==> config.mk <==
export PLATFORM = sky130hd
export DESIGN_NAME = tlb_inv_engine
export DESIGN_NICKNAME = d
export VERILOG_FILES = /design/src/rtl/tlb_inv_engine.sv
export SDC_FILE = /design/constraint.sdc
export NUM_CORES = 1
export LEC_CHECK = 0
export ABC_AREA = 1
export CORE_MARGIN = 1.5
export CORE_UTILIZATION = 46
export CTS_BUF_LIST = sky130_fd_sc_hd__clkbuf_8
export CTS_CLUSTER_DIAMETER = 60
export DETAILED_ROUTE_END_ITERATION = 6
export PLACE_DENSITY = 0.85
export SLEW_MARGIN = 15
export SYNTH_ARGS = -nofsm -noshare
export SYNTH_HDL_FRONTEND = slang
export SYNTH_SLANG_ARGS = --single-unit
==> constraint.sdc <==
create_clock -name clk -period 2.2 [get_ports clk]
set_clock_uncertainty 0.15 [all_clocks]
set_input_delay 0.33 -clock clk [delete_from_list [all_inputs] [get_ports clk]]
set_output_delay 0.33 -clock clk [all_outputs]
set_load 0.01 [all_outputs]
==> src/rtl/tlb_inv_engine.sv <==
// rtl/tlb_inv_engine.sv - INVTLB responder: walks every TLB entry and strobes per-entry clears.
// Optional: define INVTLB_FAST_CLEAR_ALL_EN to replace the op 0/1 walk with a one-cycle clr_all.
module tlb_inv_engine #(
    parameter int TLBNUM = 32,
    parameter int IDX_W  = 5
) (
    input  logic             clk,
    input  logic             rst_n,
    input  logic             inv_en,
    input  logic [4:0]       inv_op,
    input  logic [9:0]       inv_asid,
    input  logic [18:0]      inv_vpn,
    output logic             busy,
    output logic             done,
    output logic             ine,
    output logic [IDX_W-1:0] rd_index,
    input  logic             rd_e,
    input  logic             rd_g,
    input  logic [9:0]       rd_asid,
    input  logic [18:0]      rd_vppn,
    input  logic [5:0]       rd_ps,
`ifdef INVTLB_FAST_CLEAR_ALL_EN
    output logic             clr_all,
`endif
    output logic             clr_en,
    output logic [IDX_W-1:0] clr_index
);

    typedef enum logic [1:0] {
        ST_IDLE,
        ST_WALK,
        ST_DONE,
        ST_FAST
    } state_t;

    state_t            state_q;
    logic [IDX_W-1:0]  idx_q;
    logic [4:0]        op_q;
    logic [9:0]        asid_q;
    logic [18:0]       vpn_q;
    logic              busy_q;
    logic              done_q;
    logic              ine_q;
    logic              clr_all_q;

    logic              vmatch;
    logic              amatch;
    logic              entry_match;

    always_ff @(posedge clk or negedge rst_n) begin
        if (!rst_n) begin
            state_q   <= ST_IDLE;
            idx_q     <= '0;
            op_q      <= '0;
            asid_q    <= '0;
            vpn_q     <= '0;
            busy_q    <= 1'b0;
            done_q    <= 1'b0;
            ine_q     <= 1'b0;
            clr_all_q <= 1'b0;
        end else begin
            done_q    <= 1'b0;
            ine_q     <= 1'b0;
            clr_all_q <= 1'b0;
            case (state_q)
                ST_IDLE: begin
                    if (inv_en) begin
                        if (inv_op > 5'd6) begin
                            ine_q <= 1'b1;
                        end else begin
                            op_q   <= inv_op;
                            asid_q <= inv_asid;
                            vpn_q  <= inv_vpn;
                            idx_q  <= '0;
                            busy_q <= 1'b1;
`ifdef INVTLB_FAST_CLEAR_ALL_EN
                            if (inv_op <= 5'd1) begin
                                state_q   <= ST_FAST;
                                clr_all_q <= 1'b1;
                            end else
`endif
                            state_q <= ST_WALK;
                        end
                    end
                end
                ST_WALK: begin
                    // Index parks on the last entry; only a fresh accept resets it.
                    if (idx_q == IDX_W'(TLBNUM - 1)) begin
                        state_q <= ST_DONE;
                        done_q  <= 1'b1;
                    end else begin
                        idx_q <= idx_q + 1'b1;
                    end
                end
                ST_FAST: begin
                    state_q <= ST_DONE;
                    done_q  <= 1'b1;
                end
                ST_DONE: begin
                    state_q <= ST_IDLE;
                    busy_q  <= 1'b0;
                end
                default: state_q <= ST_IDLE;
            endcase
        end
    end

    always_comb begin
        vmatch = 1'b0;
        if (rd_ps == 6'd12) begin
            vmatch = (rd_vppn == vpn_q);
        end else if (rd_ps == 6'd21) begin
            vmatch = (rd_vppn[18:9] == vpn_q[18:9]);
        end
        amatch = (rd_asid == asid_q);
        case (op_q)
            5'd0, 5'd1: entry_match = 1'b1;
            5'd2:       entry_match = rd_g;
            5'd3:       entry_match = ~rd_g;
            5'd4:       entry_match = ~rd_g & amatch;
            5'd5:       entry_match = ~rd_g & amatch & vmatch;
            5'd6:       entry_match = (rd_g | amatch) & vmatch;
            default:    entry_match = 1'b0;
        endcase
    end

    assign busy      = busy_q;
    assign done      = done_q;
    assign ine       = ine_q;
    assign rd_index  = idx_q;
    assign clr_index = idx_q;
    assign clr_en    = (state_q == ST_WALK) & rd_e & entry_match;
`ifdef INVTLB_FAST_CLEAR_ALL_EN
    assign clr_all   = clr_all_q;
`else
    logic unused_clr_all;
    assign unused_clr_all = clr_all_q;
`endif

endmodule

Word-level counts from Yosys, hierarchy flattened

Cells that the tools add are included.

Bits of input ports: 74
Register bits after elaboration: 44

Eq/ne operators: 19
Add/sub/neg operators: 1
Muxes and demuxes: 19
Magnitude comparators: 1
Bitwise gates (word level): 8
Reductions and logical operators: 9

Operator list:

| operator                                                       | number |
|---|---|
| equality test 10 bit                                           | 2 |
| equality test 19 bit                                           | 1 |
| equality test 5 x 3 -> 1 bit (second input constant)           | 3 |
| two-way mux 5 bit                                              | 3 |
| equality test 5 x 2 -> 1 bit (second input constant)           | 2 |
| case mux 5 bit (2 select lines)                                | 1 |
| AND reduction 3 bit                                            | 3 |
| two-way mux 1 bit                                              | 8 |
| != test 2 bit (second input constant)                          | 4 |
| case mux 2 bit (4 select lines)                                | 1 |
| equality test 6 x 4 -> 1 bit (second input constant)           | 1 |
| equality test 6 x 5 -> 1 bit (second input constant)           | 1 |
| two-way mux 2 bit                                              | 3 |
| case mux 1 bit (6 select lines)                                | 1 |
| adder 5 x 1 -> 5 bit (second input constant)                   | 1 |
| AND 1 bit                                                      | 5 |
| equality test 5 x 1 -> 1 bit (second input constant)           | 1 |
| equality test 5 bit (second input constant)                    | 1 |
| greater-than comparator 5 x 3 -> 1 bit (second input constant) | 1 |
| logical NOT 5 bit                                              | 1 |
| equality test 2 bit (second input constant)                    | 2 |
| case mux 1 bit (2 select lines)                                | 2 |
| AND reduction 4 bit                                            | 1 |
| nonzero test 2 bit                                             | 2 |
| other kinds (5)                                                | 6 |

Longest topological paths before layout

Word-level depth: 6
Gate-level depth with buffers: 10
Depth with buffers taken out: 10

Least setup slack after synthesis

No wires, ideal clock.

Path type: flip-flop to flip-flop
Start: register idx_q[0] (netlist: clr_index[0])
End: register idx_q[2] (netlist: clr_index[2])
Library setup time: 88 ps
Data required time: 1962 ps
Cell stages (with the launch flop): 9
Data arrival time: 1385 ps
Clock period less this slack: 1623 ps
Slack: 577 ps
Cell sequence: dfrtp_1 ha_1 inv_1 nor3_1 ha_1 inv_1 nand2_2 o21ai_0 nor3b_1

Word-level cells in the longest chain between the ends: 3
Elaborated cells on any way between the ends: 6
Those cells by class: add/sub: 1; eq/ne: 2; mux: 2; reduce/logical: 1

RTL lines:

| what                                                                   | line   | RTL |
|---|---|---|
| start, declared                                                        | 37     | `logic [IDX_W-1:0] idx_q;` |
| start signal, assigned                                                 | 92     | `idx_q <= idx_q + 1'b1;` |
| adder 5 x 1 -> 5 bit or equality test 5 bit (tied branches)            | 92, 88 |  |
| two-way mux 5 bit or != test 2 bit (tied branches)                     | --     |  |
| case mux 5 bit (2 select lines) or AND reduction 4 bit (tied branches) | --     |  |

Parallel ways exist; a longest one is shown, timed or not. The select of a mux whose other input is x is not followed.
A chain may end at the register's enable or synchronous reset.

Final worst setup path

Start: input rd_asid[8]
End: output clr_en

Word-level cells in the longest chain between the ends: 5
Elaborated cells on any way between the ends: 7
Those cells by class: eq/ne: 1; mux: 1; bitwise: 5

RTL lines:

| what                                  | line          | RTL |
|---|---|---|
| start, declared                       | 19            | `input logic [9:0] rd_asid,` |
| equality test 10 bit *                | 115           | `amatch = (rd_asid == asid_q);` |
| OR 1 bit or AND 1 bit (tied branches) | 122, 120, 121 |  |
| AND 1 bit (on tied branches)          | 122, 121      |  |
| case mux 1 bit (6 select lines) *     | 116           | `case (op_q)` |
| AND 1 bit *                           | 132           | `assign clr_en = (state_q == ST_WALK) & rd_e & entry_match;` |
| end, declared                         | 25            | `output logic clr_en,` |

Every way passes the cells marked *; elsewhere a longest branch is shown, timed or not.

==> summary.txt <==
Status -> complete, no violations
Mapped Area -> 0.00244 mm^2
Synth top area cells -> dfrtp_1, nand2_1, inv_1
Post-Layout Cell Count -> 504
Max clock buf depth -> 2
Post-synth top area cell -> dfrtp_1
Routability Congestion -> 0.796
Worst VDD drop -> 0.000536 V
Core area -> 0.00511 mm^2
Crit path time final -> 2190 ps
Power density cells -> 1010 mW/mm^2
Count leader, synth -> nand2_1
Final Core Density -> 71.6%
CP Max Fanout -> 2
Reg2Reg Setup Slack -> 470 ps
# H-tree levels -> 2
CP max-delay cell -> clkdlybuf4s50_1
Cell breakdown of the critical path -> clkdlybuf4s50_1, nand2_1, nand2_1, nand3_2, nor2_4, nand2_1, nand2_1, nand3_1, a21oi_2, buf_2
Leak -> 1.94 nW
Clk slew on worst S/H paths -> 80 ps
Synth top area share -> 45.1%
Finished Cell Area -> 0.00366 mm^2
Core Rows -> 26
CP Data Arrival Time -> 1710 ps
Grt total ovfl -> 0
DR WL/cell -> 11.6 um
Kind of cell adding the most delay to the critical path -> buffers and inverters
Largest net degree at the start of global routing -> 21
Dpl ws -> -494 ps
Crit path buffers/inverters -> 2
Port Buffers -> 87
Syn_nets -> 413
Placed standard-cell area -> 0.00339 mm^2
CP peak stage delay -> 490 ps
Number of synthesized flops with an enable pin -> 0
Hold Crit Class -> input port to asynchronous set/reset pin
Yosys reg bits -> 44
Detail Placement HPWL -> 4490 um
Fin crit share -> 99.5%
CTS root buffer -> clkbuf_8
Layout cells sized above 1 -> 12.7%
Slew Limit Fails -> 0
Via count of the first global-routing pass -> 2245
Synthesized instance count -> 337
RSZ-0062 raised after global routing -> true
Least-Margin Pin Slew -> 376 ps
Post-DRT Antenna Nets -> 0
Clock latency on the worst-skew pair -> 290 ps
Ports -> 88
Initial DRC count -> 88
Die X-Extent -> 75.9 um
CTS tree -> yes
Antenna violations before repair -> 0
Ant diodes -> 0
Fmax -> 0.457 GHz
Placed cell count -> 493
CP most frequent cell -> nand2_1
Ys async rst share -> 100%
Top FF cell, synth -> dfrtp_1
Vias per inst -> 4.72
GRT Total Usage -> 21.0%
Data required time at the worst endpoint -> 1720 ps
Setup ws final -> 11.9 ps
Post-synth top cells -> nand2_1, inv_1, dfrtp_1
Synth warnings -> 0
DRC viols -> 0
Critical path endpoint category -> output pin
Initial cell density of the core -> 47.8%
Startpoint class of the critical path -> input port
CTS Buf Count -> 5
Max Cap Viol -> 0
First-pass GRT wire length -> 9040 um
Area of the die -> 0.00576 mm^2
Count of cell types in the netlist -> 25
Setup CP Type -> input port to output pin
Total iterations of the first detailed-routing run -> 4
Final Hold Vio Count -> 0
Mean Syn Cell Area -> 7.25 um^2
DRT Wirelength -> 5850 um
Chip Height -> 75.9 um
Nets -> 509
Count of clock tree sinks -> 44
Via Count -> 2378
Sequential area share after synthesis -> 45.1%
# setup viols final -> 0
Syn-to-layout area delta -> 49.7%
Slew headroom -> 75.0%
-- cells by family (layout without fill, tap and decap cells) --
logic type	after synthesis	count (layout)	synth area share, %
DFF	44	44	45.1
buffers and inverters	70	167	12.7
and+or+nand+nor	179	179	30.4
AOI/OAI and AO/OA	34	34	7.89
adders and majority gates	2	2	1.02
xor gates and xnor gates	8	8	2.87
-- worst paths after layout --
| check | from | end | cells past startpoint |
|---|---|---|---|
| hold / removal | rst_n | vpn_q[3]$_DFFE_PN0P_ | 2 |
| hold reg to reg | vpn_q[7]$_DFFE_PN0P_ | vpn_q[7]$_DFFE_PN0P_ | 2 |
| setup reg to reg | clr_index[0]$_DFFE_PN0P_ | clr_index[2]$_DFFE_PN0P_ | 8 |
| min in group clk | vpn_q[7]$_DFFE_PN0P_ | vpn_q[7]$_DFFE_PN0P_ | 2 |
| setup / recovery | rd_asid[8] | clr_en | 10 |
| max in group asynchronous | rst_n | asid_q[9]$_DFFE_PN0P_ | 3 |
-- layout make-up --
class / count / area (um^2)
Sequential cell: 44 / 1100
Multi-Input combinational cell: 223 / 1090
Tap cell: 70 / 87.6
Timing Repair Buffer: 101 / 997
Clock buffer: 5 / 68.8
Clock inverter: 3 / 90.1
Fill cell: 419 / 1450
Inverter: 58 / 218
-- cells in the final DEF, fill, tap and decap left out, types with 12 or more instances in the layout --
| master | synthesis | routed |
|---|---|---|
| nor2_1 | 27 | 20 |
| buf_4 | 6 | 13 |
| o21ai_0 | 22 | 22 |
| inv_1 | 55 | 53 |
| nand2_1 | 121 | 118 |
| nand3_1 | 16 | 12 |
| dfrtp_1 | 44 | 44 |
| dlymetal6s2s_1 | 0 | 14 |
| clkdlybuf4s50_1 | 0 | 66 |
-- sequential cells by signal, summed over array words and instances, names as in the netlist --
name / cells
asid_q: 10
busy: 1
clr_index: 5
done: 1
ine: 1
op_q: 5
state_q: 2
vpn_q: 19
-- metal layers --
layer	global-route usage (%)	wire length, um	vias to the layer above
li1	-	-	1211
met1	23.7	2350	1097
met2	37.9	2990	65
met3	6.35	443	5
met4	6.55	72	0
met5	0	0	-
-- metrics by stage --
stage	total power, mW	hold slack (ps)	TNS, ps
detailed placement	2.76	118	-494
global route	3.97	346	-62.7
CTS	3.60	330	0
finish	3.68	330	0
global placement	2.69	109	-454
floorplan	2.23	-116	0
-- report_power, final --
group / internal, mW / switching [mW] / leakage, nW
registers: 1.16 / 0.231 / 0.534
clock network: 0.567 / 0.265 / 0.0784
logic: 0.713 / 0.750 / 1.33
-- what timing repair did --
item | 4_1_cts | 5_1_grt
pin swaps | 7 | 22
endpoints found under the setup margin | 1 | 1
hold endpoints to repair | 14 | 0
gates resized for setup | 10 | 33
setup buffers | 0 | 2
hold buffers | 1 | 0
No activity file was read; power rests on OpenSTA's default activity.
